===== src/rtl/tmds_rx_if.sv =====
// tmds_rx_if: deserializer word in, decoded TMDS symbol and alignment status out
interface tmds_rx_if;
    logic [9:0] tmds_din;
    logic       de;
    logic [1:0] c;
    logic [7:0] data;
    logic       locked;
    logic [3:0] bit_offset;
    modport master (output tmds_din, input de, c, data, locked, bit_offset);
    modport slave  (input tmds_din, output de, c, data, locked, bit_offset);
endinterface


===== src/rtl/tmds_rx_decoder.sv =====
// tmds_rx_decoder: aligns a raw 10-bit TMDS word stream on control tokens and decodes symbols
module tmds_rx_decoder #(
    parameter int SEARCH_TIMEOUT = 1024,
    parameter int LOCK_CNT       = 16,
    parameter int LOSS_TIMEOUT   = 4096
) (
    input logic     sys_clk,
    input logic     sys_rst,
    tmds_rx_if.slave rx
);
    localparam logic [15:0] S_LAST = 16'(SEARCH_TIMEOUT - 1);
    localparam logic [15:0] V_LAST = 16'(LOCK_CNT - 1);
    localparam logic [15:0] L_LAST = 16'(LOSS_TIMEOUT - 1);
    typedef enum logic [1:0] {SEARCH, VERIFY, LOCKED} state_t;
    state_t      state, state_n;
    logic [9:0]  d0, d1, sym;
    logic [19:0] win;
    logic [15:0] cnt, cnt_n;
    logic [3:0]  off, off_n, off_inc;
    logic [7:0]  qp, dec;
    logic [1:0]  tok_c;
    logic        is_tok, lock_n;
    // d1 holds the older word, so its bits come first in the serial stream
    assign win = {d0, d1};
    assign sym = win[{1'b0, off} +: 10];
    assign off_inc = off == 4'd9 ? 4'd0 : off + 4'd1;
    assign rx.bit_offset = off;
    always_comb begin
        is_tok = sym inside {10'b1101010100, 10'b0010101011, 10'b0101010100, 10'b1010101011};
        tok_c = sym == 10'b0010101011 ? 2'd1 :
                sym == 10'b0101010100 ? 2'd2 :
                sym == 10'b1010101011 ? 2'd3 : 2'd0;
        qp = sym[9] ? ~sym[7:0] : sym[7:0];
        dec = {sym[8] ? qp[7:1] ^ qp[6:0] : ~(qp[7:1] ^ qp[6:0]), qp[0]};
    end
    always_comb begin
        state_n = state;
        cnt_n = cnt + 16'd1;
        off_n = off;
        case (state)
            SEARCH: begin
                if (is_tok) begin
                    state_n = VERIFY;
                    cnt_n = 16'd1;
                end else if (cnt == S_LAST) begin
                    off_n = off_inc;
                    cnt_n = 16'd0;
                end
            end
            VERIFY: begin
                if (!is_tok) begin
                    state_n = SEARCH;
                    cnt_n = 16'd0;
                end else if (cnt == V_LAST) begin
                    state_n = LOCKED;
                    cnt_n = 16'd0;
                end
            end
            LOCKED: begin
                if (is_tok) begin
                    cnt_n = 16'd0;
                end else if (cnt == L_LAST) begin
                    state_n = SEARCH;
                    off_n = off_inc;
                    cnt_n = 16'd0;
                end
            end
            default: begin
                state_n = SEARCH;
                cnt_n = 16'd0;
            end
        endcase
        lock_n = state_n == LOCKED;
    end
    // outputs follow the lock state being entered, so decode starts with the locking token
    always_ff @(posedge sys_clk or posedge sys_rst) begin
        if (sys_rst) begin
            d0 <= '0;
            d1 <= '0;
            state <= SEARCH;
            cnt <= '0;
            off <= '0;
            rx.locked <= 1'b0;
            rx.de <= 1'b0;
            rx.c <= 2'd0;
            rx.data <= 8'd0;
        end else begin
            d0 <= rx.tmds_din;
            d1 <= d0;
            state <= state_n;
            cnt <= cnt_n;
            off <= off_n;
            rx.locked <= lock_n;
            rx.de <= lock_n && !is_tok;
            rx.c <= !lock_n ? 2'd0 : is_tok ? tok_c : rx.c;
            rx.data <= lock_n && !is_tok ? dec : 8'd0;
        end
    end
endmodule

===== src/flat_wrapper.sv =====
// flat-port wrapper written by rule: the top's interface ports become plain ports
module tmds_rx_decoder_flat 
#(
    parameter int SEARCH_TIMEOUT = 1024,
    parameter int LOCK_CNT       = 16,
    parameter int LOSS_TIMEOUT   = 4096
)
  (sys_clk, sys_rst, rx_tmds_din, rx_de, rx_c, rx_data, rx_locked, rx_bit_offset);
  tmds_rx_if rx_i ();
  input logic sys_clk;
  input logic sys_rst;
  input wire logic [$bits(rx_i.tmds_din)-1:0] rx_tmds_din;
  output wire logic [$bits(rx_i.de)-1:0] rx_de;
  output wire logic [$bits(rx_i.c)-1:0] rx_c;
  output wire logic [$bits(rx_i.data)-1:0] rx_data;
  output wire logic [$bits(rx_i.locked)-1:0] rx_locked;
  output wire logic [$bits(rx_i.bit_offset)-1:0] rx_bit_offset;
  assign rx_i.tmds_din = rx_tmds_din;
  assign rx_de = rx_i.de;
  assign rx_c = rx_i.c;
  assign rx_data = rx_i.data;
  assign rx_locked = rx_i.locked;
  assign rx_bit_offset = rx_i.bit_offset;
  tmds_rx_decoder #(.SEARCH_TIMEOUT(SEARCH_TIMEOUT), .LOCK_CNT(LOCK_CNT), .LOSS_TIMEOUT(LOSS_TIMEOUT)) u_core (.sys_clk(sys_clk), .sys_rst(sys_rst), .rx(rx_i));
endmodule

===== config.mk =====
export PLATFORM = sky130hd
export DESIGN_NAME = tmds_rx_decoder_flat
export DESIGN_NICKNAME = d
export VERILOG_FILES = /design/src/rtl/tmds_rx_if.sv /design/src/rtl/tmds_rx_decoder.sv /design/src/flat_wrapper.sv
export SDC_FILE = /design/constraint.sdc
export NUM_CORES = 1
export LEC_CHECK = 0
export BUFFER_PORTS_ARGS = -buffer_cell sky130_fd_sc_hd__buf_2
export CORE_MARGIN = 10
export CORE_UTILIZATION = 50
export CTS_BUF_LIST = sky130_fd_sc_hd__clkbuf_8 sky130_fd_sc_hd__clkbuf_16
export DETAILED_ROUTE_END_ITERATION = 10
export MAX_ROUTING_LAYER = met4
export PLACE_DENSITY = 0.74
export SYNTH_ARGS = -nofsm -noshare
export SYNTH_HDL_FRONTEND = slang
export SYNTH_SLANG_ARGS = --single-unit

===== constraint.sdc =====
create_clock -name sys_clk -period 3.2 [get_ports sys_clk]
set_input_delay 0.16 -clock sys_clk [delete_from_list [all_inputs] [get_ports sys_clk]]
set_output_delay 0.16 -clock sys_clk [all_outputs]
set_load 0.03 [all_outputs]

# Word level (Yosys, flattened, before mapping)
# Index checks and enable logic that the tools add are counted.
# classes
n_addsub	2
n_reduce_logical	6
n_eq_ne	16
bitwise	3
muxes	27
shifts	1
# op_table
op	n
two-way mux 16 bit	6
one-hot mux 16 bit (3 select lines)	1
== test 10 bit (second input constant)	2
two-way mux 2 bit	10
two-way mux 4 bit	5
indexed part select 20 x 5 -> 10 bit	1
adder 16 x 1 -> 16 bit (second input constant)	1
== test 16 x 10 -> 1 bit (second input constant)	1
== test 16 x 12 -> 1 bit (second input constant)	1
== test 16 x 4 -> 1 bit (second input constant)	1
two-way mux 8 bit	2
== test 10 x 8 -> 1 bit (second input constant)	1
== test 10 x 9 -> 1 bit (second input constant)	1
NOT 8 bit	1
one-hot mux 4 bit (2 select lines)	1
two-way mux 7 bit	1
NOT 7 bit	1
bitwise XOR 7 bit	1
!= test 2 x 1 -> 1 bit (second input constant)	3
one-hot mux 2 bit (3 select lines)	1
AND reduction 5 bit	1
adder 4 x 1 -> 4 bit (second input constant)	1
== test 2 bit (second input constant)	2
== test 4 bit (second input constant)	1
other kinds (7)	8
# totals
elab_cells	64
inputBits	12
reg_bits	54
out_inout_bits	16

# Longest topological paths before layout
# logic_depth
word_depth	8
mapped_depth	15

# Least setup slack after synthesis
# OpenSTA, ideal clock, no wires.
# synth_timing
path_type	reg2reg
from	register u_core.off[1] (netlist: u_core.rx.bit_offset[1])
to	register u_core.off[1] (netlist: u_core.rx.bit_offset[1])
t_arrival_ns	3.434
synth_period_minus_slack_ns	3.559
path_slack_ns	-0.359
stages_incl_launch_ff	16
t_required_ns	3.075
setup_time_ns	0.125
path_cell_list	dfrtp_1 -> buf_6 -> buf_2 -> mux2_2 -> nand2_1 -> o21ai_0 -> mux4_2 -> inv_1 -> ha_1 -> nand4_1 -> or4b_1 -> o31ai_2 -> nor3b_4 -> buf_6 -> nand3_1 -> mux2_2
# synth_between
elab_chain_len	5
word_cells_on_any_way	17
classes_between	add/sub (1); eq/ne (7); shift (1); mux (6); reduce/logical (2)
# synth_rtl
element	line	source
start: declaration	tmds_rx_decoder.sv:19	logic [3:0] off, off_n, off_inc;
start signal: assignment	tmds_rx_decoder.sv:92	off <= off_n;
indexed part select 20 x 5 -> 10 bit, or another cell as far along	tmds_rx_decoder.sv:25	assign sym = win[{1'b0, off} +: 10];
== test 10 bit, or another cell as far along	tmds_rx_decoder.sv:29	is_tok = sym inside {10'b1101010100, 10'b0010101011, 10'b0101010100, 10'b1010101011};
nonzero test 4 bit, or another cell as far along	tmds_rx_decoder.sv:29	
!= test 2 bit (no source line), or another cell as far along	-	
AND reduction 5 bit (no source line) or one-hot mux 4 bit (2 select lines) (tied branches)	-	
# Several ways; a longest one is shown, not always the timed one. The select of a mux whose other input is x is not followed.
# A chain may end at the register's enable or synchronous reset.

# Final worst setup path
# Same ends and word-level chain as after synthesis.

==> impl_metrics.ini <==
[run_status]
status = finished, violations left
violations = setup timing

[sta]
setup_ws_ns = -0.06343
setup_tns_ns = -0.5776
finClkSkew_ns = 0.01120
worst_slew_pin_slew_ns = 0.8284
hold_viol_final = 0
rsz0062_at_grt = true
setup_viol = 17
fmax_mhz = 306.4
finalCritPeriodShare_pct = 102.0
finalCriticalPeriod_ns = 3.263
hold_ws_ns = 0.001321
slew_headroom_pct = 44.57
slew_viol_final = 0

[placed_design]
placedCellCount = 410
dp_hpwl_um = 5079
gp_congestion = 0.9014
io_buffers = 27
pre_cts_ws_ns = -0.1743

[logic_synthesis]
ys_seq_area_share_pct = 42.93
synth_fp_nets = 303
synth-seq-cells = 54
yosys_warnings = 0
syn_avg_cell_area_um2 = 11.16
postSynthCellCount = 282
synthFlopType = dfrtp_1
synth_edf_count = 0
synth_cell_types = 49
async_reset_ff_share_pct = 100.0
synth_area_mm2 = 0.003148

[finish]
final_cell_mix = dfrtp_1, buf_4, nor2_1
final_cells = 440
antennaDiodeCount = 0
seq_area_mm2 = 0.001354
final_nets = 385
multiInputGateArea_mm2 = 0.001814
nFillCells = 437
layout_commonest_cell = dfrtp_1
final_layout_size_suffix_gt1_share_pct = 38.36
area_growth_pct = 29.45

[floorplan]
die_x_um = 99.35
die_h_um = 99.35
coreArea_mm2 = 0.006026
num_rows = 28
die_area_mm2 = 0.009869
io_pins = 28
start_util_pct = 52.24

[detailed_routing]
num_vias = 2439
ant_nets = 0
drt-initial-drc-count = 162
totalWireLength_um = 7258
drt_first_pass_iters = 4
drcViolationCount = 0
wire_per_inst_um = 16.50
routed_via_density = 5.543

[clock_tree]
cts_buffers = 5
path_clk_slew_ns = 0.10
clockRootBuffer = clkbuf_8
clockBufferDepth = 2
cts_tree = yes
cts.sinks = 54
clkLatencyLatePin_ns = 0.31
htree_levels = 2

[critical_path]
cp_data_required_time_ns = 3.39
path_common_cell = buf_6
path_cells = buf_6, buf_6, mux4_2, mux4_2, buf_4, ha_1, nand4_1, nor2_1, o21ai_1, nor3b_4, buf_6, nand3_2, mux2_4
max_stage_delay_ns = 0.52
path_buf_inv = 4
worst_setup_path_end_kind = flip-flop
cp.arrival_ns = 3.45
crit_type = reg -> reg
worst_setup_path_start_kind = flip-flop
crit_family = multiplexers
slowest_stage = mux4_2
cp_max_fo = 6

[grt]
gr-total-overflow = 0
grt_pass1_wl_um = 12100
grt_pass1_vias = 2499
grt_max_degree = 41
antenna_found_initial = 0
track_usage_pct = 15.03

[power_and_ir_drop]
powerDensity_mw_per_mm2 = 370.2
ir_drop_mv = 0.2010
leakage_nw = 1.827

[worst_hold_path]
hp-class = in -> async

[run]
maxCapViolCount = 0
-- timing repair --
| item | CTS | global route |
|---|---|---|
| gates cloned | 0 | 1 |
| setup buffers | 8 | 3 |
| endpoints found under the setup margin | 32 | 33 |
| hold buffers | 10 | 0 |
| endpoints found under the hold margin | 10 | 0 |
| resized for setup | 9 | 31 |
| pin swaps | 3 | 10 |
-- per-stage QoR --
stage               instance area (um^2)  utilization [%]  power (mW)
CTS                                 3920            65.05       1.515
floorplan                           3212                -      0.9826
finish                              4075            67.63       1.508
global placement                    3640            60.40       1.046
detailed placement                  3640            60.40       1.053
global route                        4075            67.63       1.599
-- synthesized netlist by cell type (6+ instances only) --
master   instances  area (um^2)
o21ai_0          6        30.03
mux4_2          17        382.9
xor2_1          10        87.58
ha_1             9        112.6
nand3_1          8        40.04
nor2_1          43        161.4
dfrtp_1         54         1351
xnor2_1         17        148.9
mux2i_1         11        110.1
inv_1           15        56.30
nand2_1         16        60.06
-- metal layers --
layer	up-vias	part of all wire (%)	track usage (%)
li1	1159	-	-
met1	1192	44	19.51
met2	76	48	22.90
met3	12	5.7	3.322
met4	0	1.5	4.631
met5	-	0	-
-- state kept, by name, summed over array words and instances (netlist names), 2 cells and up --
signal	flops
u_core.cnt	16
u_core.d0	10
u_core.d1	10
u_core.rx.bit_offset	4
u_core.rx.c	2
u_core.rx.data	8
u_core.state	2
-- power breakdown --
part           switching, mW  total (mW)  internal, mW
logic                  0.125       0.254         0.129
registers             0.0694       0.809         0.739
clock network          0.218       0.446         0.228
total                  0.412        1.51          1.10
-- final timing paths --
| kind | from | to | slack (ns) | cells after the start |
|---|---|---|---|---|
| min | sys_rst | u_core.d1[5] | 0.001 | 2 |
| max in group asynchronous | sys_rst | u_core.d1[2] | 2.48 | 3 |
| min in group sys_clk | u_core.d0[0] | u_core.d1[0] | 0.43 | 0 |
| max | u_core.rx.bit_offset[1] | u_core.rx.bit_offset[1] | -0.06 | 13 |
| min reg2reg | u_core.d0[0] | u_core.d1[0] | 0.43 | 0 |
| max reg2reg | u_core.rx.bit_offset[1] | u_core.rx.bit_offset[1] | -0.06 | 13 |
-- kinds of logic (layout without fill, tap and decap cells) --
group                      after synthesis  count (layout)  share of synthesized area [%]
AOI/OAI and AO/OA                       30              30                          7.035
xor gates and xnor gates                27              27                          7.512
adders and majority gates                9               9                          3.577
buffers and inverters                   28             110                          4.690
DFF                                     54              54                          42.93
muxes                                   34              34                          18.16
and+or+nand+nor                        100             101                          16.10
-- layout make-up --
| class | count | share of cell area (%) |
|---|---|---|
| clock buffers | 5 | 1.689 |
| clock inverters | 3 | 0.9211 |
| inverters | 16 | 1.474 |
| multi-input cells | 201 | 44.52 |
| flip-flops and latches | 54 | 33.22 |
| well taps | 75 | 2.303 |
| repair buffers | 86 | 15.87 |
Power figures use the tool's default switching activity.
